`src/rtl/shift_arbiter.sv`:
```
// shift_arbiter: round-robin front end for a single shared 8-bit rotate stage.
// Two clients request rotates through valid/ready. One winner is latched into
// the sh_* registers and held there for a DRIVE cycle. The stage result is then
// captured and returned to that client, and the block returns to IDLE.
module shift_arbiter #(
  parameter int DW        = 8,
  parameter int AW        = 3,
  parameter bit PRIO_INIT = 1'b0
) (
  input  logic          clk,
  input  logic          reset,
  input  logic [1:0]    req_valid,
  output logic [1:0]    req_ready,
  input  logic [DW-1:0] req_data0,
  input  logic [DW-1:0] req_data1,
  input  logic [AW-1:0] req_amt0,
  input  logic [AW-1:0] req_amt1,
  input  logic          req_dir0,
  input  logic          req_dir1,
  output logic [1:0]    rsp_valid,
  input  logic [1:0]    rsp_ready,
  output logic [DW-1:0] rsp_data,
  output logic [DW-1:0] sh_a,
  output logic [AW-1:0] sh_amt,
  output logic          sh_dir,
  input  logic [DW-1:0] sh_y,
  output logic          busy
);

  typedef enum logic [1:0] {
    ST_IDLE  = 2'd0,
    ST_DRIVE = 2'd1,
    ST_RESP  = 2'd2
  } state_e;

  state_e        state_q;
  logic          rr_q;        // last granted requester
  logic          owner_q;     // requester owning the in-flight operation
  logic          busy_q;
  logic [1:0]    rsp_valid_q;
  logic [DW-1:0] rsp_data_q;
  logic [DW-1:0] sh_a_q;
  logic [AW-1:0] sh_amt_q;
  logic          sh_dir_q;

  logic          gnt_d;
  logic [1:0]    rdy_d;
  logic          hs_d;
  logic [DW-1:0] sh_a_d;
  logic [AW-1:0] sh_amt_d;
  logic          sh_dir_d;

  // Arbitration: only offered in IDLE; a lone request wins outright, a
  // contended one goes to the requester not granted last time. Ready is
  // withheld during reset so no client believes it was accepted while the
  // block is being cleared.
  always_comb begin
    gnt_d = 1'b0;
    rdy_d = 2'b00;
    if ((state_q == ST_IDLE) && !reset) begin
      unique case (req_valid)
        2'b01: begin
          gnt_d = 1'b0;
          rdy_d = 2'b01;
        end
        2'b10: begin
          gnt_d = 1'b1;
          rdy_d = 2'b10;
        end
        2'b11: begin
          gnt_d = ~rr_q;
          rdy_d = rr_q ? 2'b01 : 2'b10;
        end
        default: begin
          gnt_d = 1'b0;
          rdy_d = 2'b00;
        end
      endcase
    end
  end

  // Operand select for the granted requester and handshake detection.
  always_comb begin
    hs_d     = |(req_valid & rdy_d);
    sh_a_d   = gnt_d ? req_data1 : req_data0;
    sh_amt_d = gnt_d ? req_amt1  : req_amt0;
    sh_dir_d = gnt_d ? req_dir1  : req_dir0;
  end

  // Sequencer: latch operands, let the shared stage settle for one cycle,
  // capture its result, then hold the response until the owner takes it.
  // The sh_* registers only change on an accept, so the shared stage sees
  // steady inputs at all other times.
  always_ff @(posedge clk) begin
    if (reset) begin
      state_q     <= ST_IDLE;
      rr_q        <= ~PRIO_INIT;
      owner_q     <= 1'b0;
      busy_q      <= 1'b0;
      rsp_valid_q <= 2'b00;
      rsp_data_q  <= '0;
      sh_a_q      <= '0;
      sh_amt_q    <= '0;
      sh_dir_q    <= 1'b0;
    end else begin
      unique case (state_q)
        ST_IDLE: begin
          if (hs_d) begin
            sh_a_q   <= sh_a_d;
            sh_amt_q <= sh_amt_d;
            sh_dir_q <= sh_dir_d;
            owner_q  <= gnt_d;
            rr_q     <= gnt_d;
            busy_q   <= 1'b1;
            state_q  <= ST_DRIVE;
          end
        end
        ST_DRIVE: begin
          rsp_data_q  <= sh_y;
          rsp_valid_q <= owner_q ? 2'b10 : 2'b01;
          state_q     <= ST_RESP;
        end
        ST_RESP: begin
          if (rsp_ready[owner_q]) begin
            rsp_valid_q <= 2'b00;
            busy_q      <= 1'b0;
            state_q     <= ST_IDLE;
          end
        end
        default: begin
          rsp_valid_q <= 2'b00;
          busy_q      <= 1'b0;
          state_q     <= ST_IDLE;
        end
      endcase
    end
  end

  assign req_ready = rdy_d;
  assign rsp_valid = rsp_valid_q;
  assign rsp_data  = rsp_data_q;
  assign sh_a      = sh_a_q;
  assign sh_amt    = sh_amt_q;
  assign sh_dir    = sh_dir_q;
  assign busy      = busy_q;

endmodule

```
`config.mk`:
```
export PLATFORM = sky130hd
export DESIGN_NAME = shift_arbiter
export DESIGN_NICKNAME = d
export VERILOG_FILES = /design/src/rtl/shift_arbiter.sv
export SDC_FILE = /design/constraint.sdc
export NUM_CORES = 1
export LEC_CHECK = 0
export ABC_AREA = 1
export BUFFER_PORTS_ARGS = -buffer_cell sky130_fd_sc_hd__buf_2
export CAP_MARGIN = 25
export CORE_ASPECT_RATIO = 1.75
export CORE_MARGIN = 2
export CORE_UTILIZATION = 45
export DETAILED_ROUTE_END_ITERATION = 10
export GPL_ROUTABILITY_DRIVEN = 0
export GPL_TIMING_DRIVEN = 0
export PLACE_DENSITY = 0.78
export SLEW_MARGIN = 10
export SYNTH_ARGS = -nofsm -noshare
export SYNTH_HDL_FRONTEND = slang
export SYNTH_SLANG_ARGS = --single-unit
```
`constraint.sdc`:
```
create_clock -name clk -period 2.33 [get_ports clk]
set_clock_uncertainty 0.2 [all_clocks]
set_input_delay 0.3495 -clock clk [delete_from_list [all_inputs] [get_ports clk]]
set_output_delay 0.3495 -clock clk [all_outputs]
set_load 0.005 [all_outputs]
```
# After elaboration in Yosys (flattened, before gate mapping)
# Index checks and enable logic that the tools add are counted.
# classes
add_sub_neg	0
n_mul	0
div_mod_pow	0
order_cmp	1
n_eq_ne	7
n_shift	0
muxes	18
bitwise	4
reduce_logical	8
# ops
op	n
2-bit case mux with 3 select lines	3
2-bit two-way mux	5
8-bit two-way mux	1
2-bit equality test (second input constant)	3
1-bit two-way mux	6
2-bit AND reduction	3
2-bit by 1-bit equality test with 1-bit output (second input constant)	2
2-bit != test (second input constant)	2
3-bit two-way mux	1
1-bit inverter	3
1-bit case mux with 3 select lines	1
3-bit AND reduction	1
2-bit AND	1
2-bit logical NOT	1
1-bit by 2-bit < comparator with 1-bit output (second input constant)	1
1-bit case mux with 2 select lines	1
2-bit OR reduction	1
1-bit logical AND	1
1-bit logical NOT	1
# totals
ff_bits	27
latchBits	0
ram_bits	0
rom_bits	0
in_bits	38
output_inout_bits	25
word_cells	47
n_memories	0

# Logic depth before layout (Yosys ltp)
# depth
depth_word	7
mapped_depth	9

# Least setup slack after synthesis
# Ideal clock, no wire load.
# synth_timing
path_type	input to output
startpoint	input port reset
endpoint	output port req_ready[1]
arrival_ps	863
path_slack_ps	918
cell_stages	5
cell_sequence	buf_6 -> nor2_4 -> nand2_4 -> buf_6 -> inv_2
# synth_via
elab_chain_cells	3
# synth_rtl
item	line	rtl
start: declaration	11	input logic reset,
1-bit logical NOT	60	if ((state_q == ST_IDLE) && !reset) begin
1-bit logical AND	60	
2-bit two-way mux	60	
end: declaration	13	output logic [1:0] req_ready,
# Every way passes these cells.

# Worst setup path after layout
# layout_timing
startpoint	register state_q[1]
endpoint	output port req_ready[0]
# layout_via
elab_chain_cells	3
# layout_rtl
item	line	rtl
start: declaration	36	state_e state_q;
start signal: assignment	96	state_q <= ST_IDLE;
start signal: assignment	115	state_q <= ST_DRIVE;
start signal: assignment	121	state_q <= ST_RESP;
2-bit logical NOT	60	
1-bit logical AND	60	
2-bit two-way mux	60	
# Every way passes these cells.

==> results.yml <==
status:
  status: "completed"
routing:
  routedWlPerCell_um: 10.7
  routed_wl_mm: 2.91
  vias_per_cell: 4.68
  drc: 0
  drtAntennaViolNets: 0
  dr_total_vias: 1273
  dr.pass1.iters: 4
  dr.first_iter.drc_count: 13
logic_synthesis:
  yosysTopAreaCellShare_pct: 42.0
  synth-edff-count: 0
  async_reset_ff_share_pct: 0
  yosys_most_used_dff: "dfxtp_1"
  synth_cells: 180
  yosysUniqueCellTypes: 24
  yosysMostFrequentCell: "nand2_1"
  synth.avg_cell_area_um2: 7.15
  yosys_warnings: 0
  yosys_register_bits: 27
  syn-cell-area_um2: 1290
  synth_common_cells: "nand2_1, dfxtp_1, inv_1, nand3_1, nor2_1"
  yosysSeqAreaShare_pct: 42.0
  synth_fp_nets: 218
  netlist_top_cells_area: "dfxtp_1, nand3_1, nand2_1"
  yosys.area.top_type: "dfxtp_1"
die:
  row_count: 25
  start_util_pct: 47.3
  die_h_um: 74.8
  die_area_um2: 3320
  die_w_um: 44.4
  design.core.area_um2: 2720
  io_pins: 63
setup_path:
  worstPathRequired_ns: 1.78
  critPathKind: "flop to output pin"
  crit_chain: "nor2_2 > nand2_2 > nor3_1 > buf_2"
  crit_buf_inv: 1
  slowest_delay_ns: 0.35
  arrival_ns: 1.32
  critPathMaxFanout: 3
  crit_path_top_delay_cell: "dfxtp_1"
  cp-end-kind: "output pin"
  crit_family: "simple AND/OR/NAND/NOR gates"
  critPathLaunchType: "flop"
timing:
  slew_violations: 0
  finalHoldViolations: 0
  rsz0062_at_grt: "no"
  period_minus_slack_ns: 1.87
  fmax_mhz: 534
  worstMarginPinSlew_ns: 0.449
  slew_headroom_pct: 70.1
  finalSetupViolations: 0
  fin_crit_sh_pct: 80.4
  setup_tns_ns: 0
layout:
  drive_above_1_share_pct: 34.7
  area_growth_pct: 29.9
  finalInstanceArea_um2: 1670
  layout.nets: 284
  final_cells: 272
  insertedDiodeCount: 0
  postLayoutCoreUtil_pct: 61.5
pwr:
  p_per_area_nw_per_um2: 624
  cellLeakagePower_nw: 0.913
  vdd_drop_max_mv: 0.363
  power.total_mw: 1.04
clocking:
  cts-hold-fix-buffers: 0
  cts_tree: "built"
  clkSlewWorstSetupHoldPaths_ns: 0.09
  cts-resized-gates: 0
  htreeDepth: 1
  clock_sinks: 27
  clkLatencyLatePin_ns: 0.27
  clockRootBuffer: "clkbuf_8"
  numCtsBuffers: 3
  cts_max_path_buffers: 2
  cts_setup_buffers: 0
placement:
  place_area_um2: 1630
  place.port_buffers: 61
  dp_hpwl_mm: 2.27
  placedCellCount: 268
hold_path:
  hold_class: "primary input to flop"
global_routing:
  grt_max_degree: 16
  grt_pass1_vias: 1174
  antenna_found_initial: 0
  grt_pass1_wl_mm: 4.74
  gr-total-overflow: 0
  grt.total_usage_pct: 19.0
job:
  drv_cap: 0
logic make-up after synthesis:
family                 count (synthesis)  share of synthesized area [%]
and+or+nand+nor                       83                           29.2
buffers and inverters                 41                           14.9
AOI/OAI and AO/OA                     29                           14.0
DFF                                   27                           42.0
power by group:
group	internal, mW	total [mW]	switching, mW	leakage [nW]
Combinational	0.114	0.251	0.137	0.665
Clock	0.120	0.260	0.141	0.0255
Sequential	0.507	0.532	0.0248	0.223
Total	0.741	1.04	0.303	0.913
layer usage:
metal / part of all wire, % / track usage, %
met5: 0 / 0
met4: 2.8 / 11.1
met3: 4.8 / 2.16
met2: 55 / 35.9
met1: 37 / 19.2
cell type report:
type                            count  area (µm²)
Buffer                              9        68.8
Clock buffer                        3        41.3
Clock inverter                      1        5.00
Fill cell                         276        1050
Inverter                           32         123
Multi-Input combinational cell    112         556
Sequential cell                    27         541
Tap cell                           27        33.8
Timing Repair Buffer               61         305
path summary, 6_finish.rpt:
| path | to | startpoint | slack [ns] | depth (start not counted) |
|---|---|---|---|---|
| worst max-delay path | req_ready[0] | state_q[1]$_SDFFE_PP0P_ | 0.46 | 4 |
| worst min register to register | rsp_valid[0]$_SDFFE_PP0P_ | rsp_valid[0]$_SDFFE_PP0P_ | 0.27 | 2 |
| worst max register to register | sh_a[3]$_SDFFE_PP0P_ | state_q[1]$_SDFFE_PP0P_ | 0.88 | 7 |
| worst min-delay path | rsp_data[6]$_SDFFE_PP0P_ | sh_y[6] | 0.13 | 3 |
per-stage QoR:
| stage | setup slack (ns) | hold WS, ns |
|---|---|---|
| after floorplan | 0.918 | 0.256 |
| after global placement | 0.666 | 0.244 |
| after detailed placement | 0.659 | 0.255 |
| after CTS | 0.434 | 0.126 |
| after global routing | 0.351 | 0.142 |
| final | 0.456 | 0.134 |
worst reg2reg max path: stages (launching register included):
cell and delay (ns):
dfxtp_1 0.35, nor2_2 0.17, nand2_2 0.09, a21oi_4 0.19, buf_6 0.17, nand3_1 0.08, nand2_1 0.07, inv_1 0.03
sequential cells by signal, indices dropped and copies added, names as in the netlist:
register / cells
sh_amt: 3
rsp_valid: 2
busy: 1
owner_q: 1
rr_q: 1
sh_a: 8
sh_dir: 1
rsp_data: 8
state_q: 2
placed cells by master (no fill, tap or decap):
cell type,count
a21oi_4,2
nor2_1,17
o21ai_0,9
nand3_1,26
nor2_4,1
o21bai_1,1
nand2_4,1
clkbuf_1,3
dfxtp_1,27
inv_2,4
buf_4,1
nand2_1,32
clkbuf_8,3
clkinv_2,1
inv_4,1
inv_1,26
buf_6,4
clkinv_1,1
a21oi_1,15
o21a_1,1
buf_2,62
nor3_1,2
o211ai_2,1
nand2_2,2
nand3_2,1
nor2_2,1
Note: power is estimated with default switching activity, not from simulation.
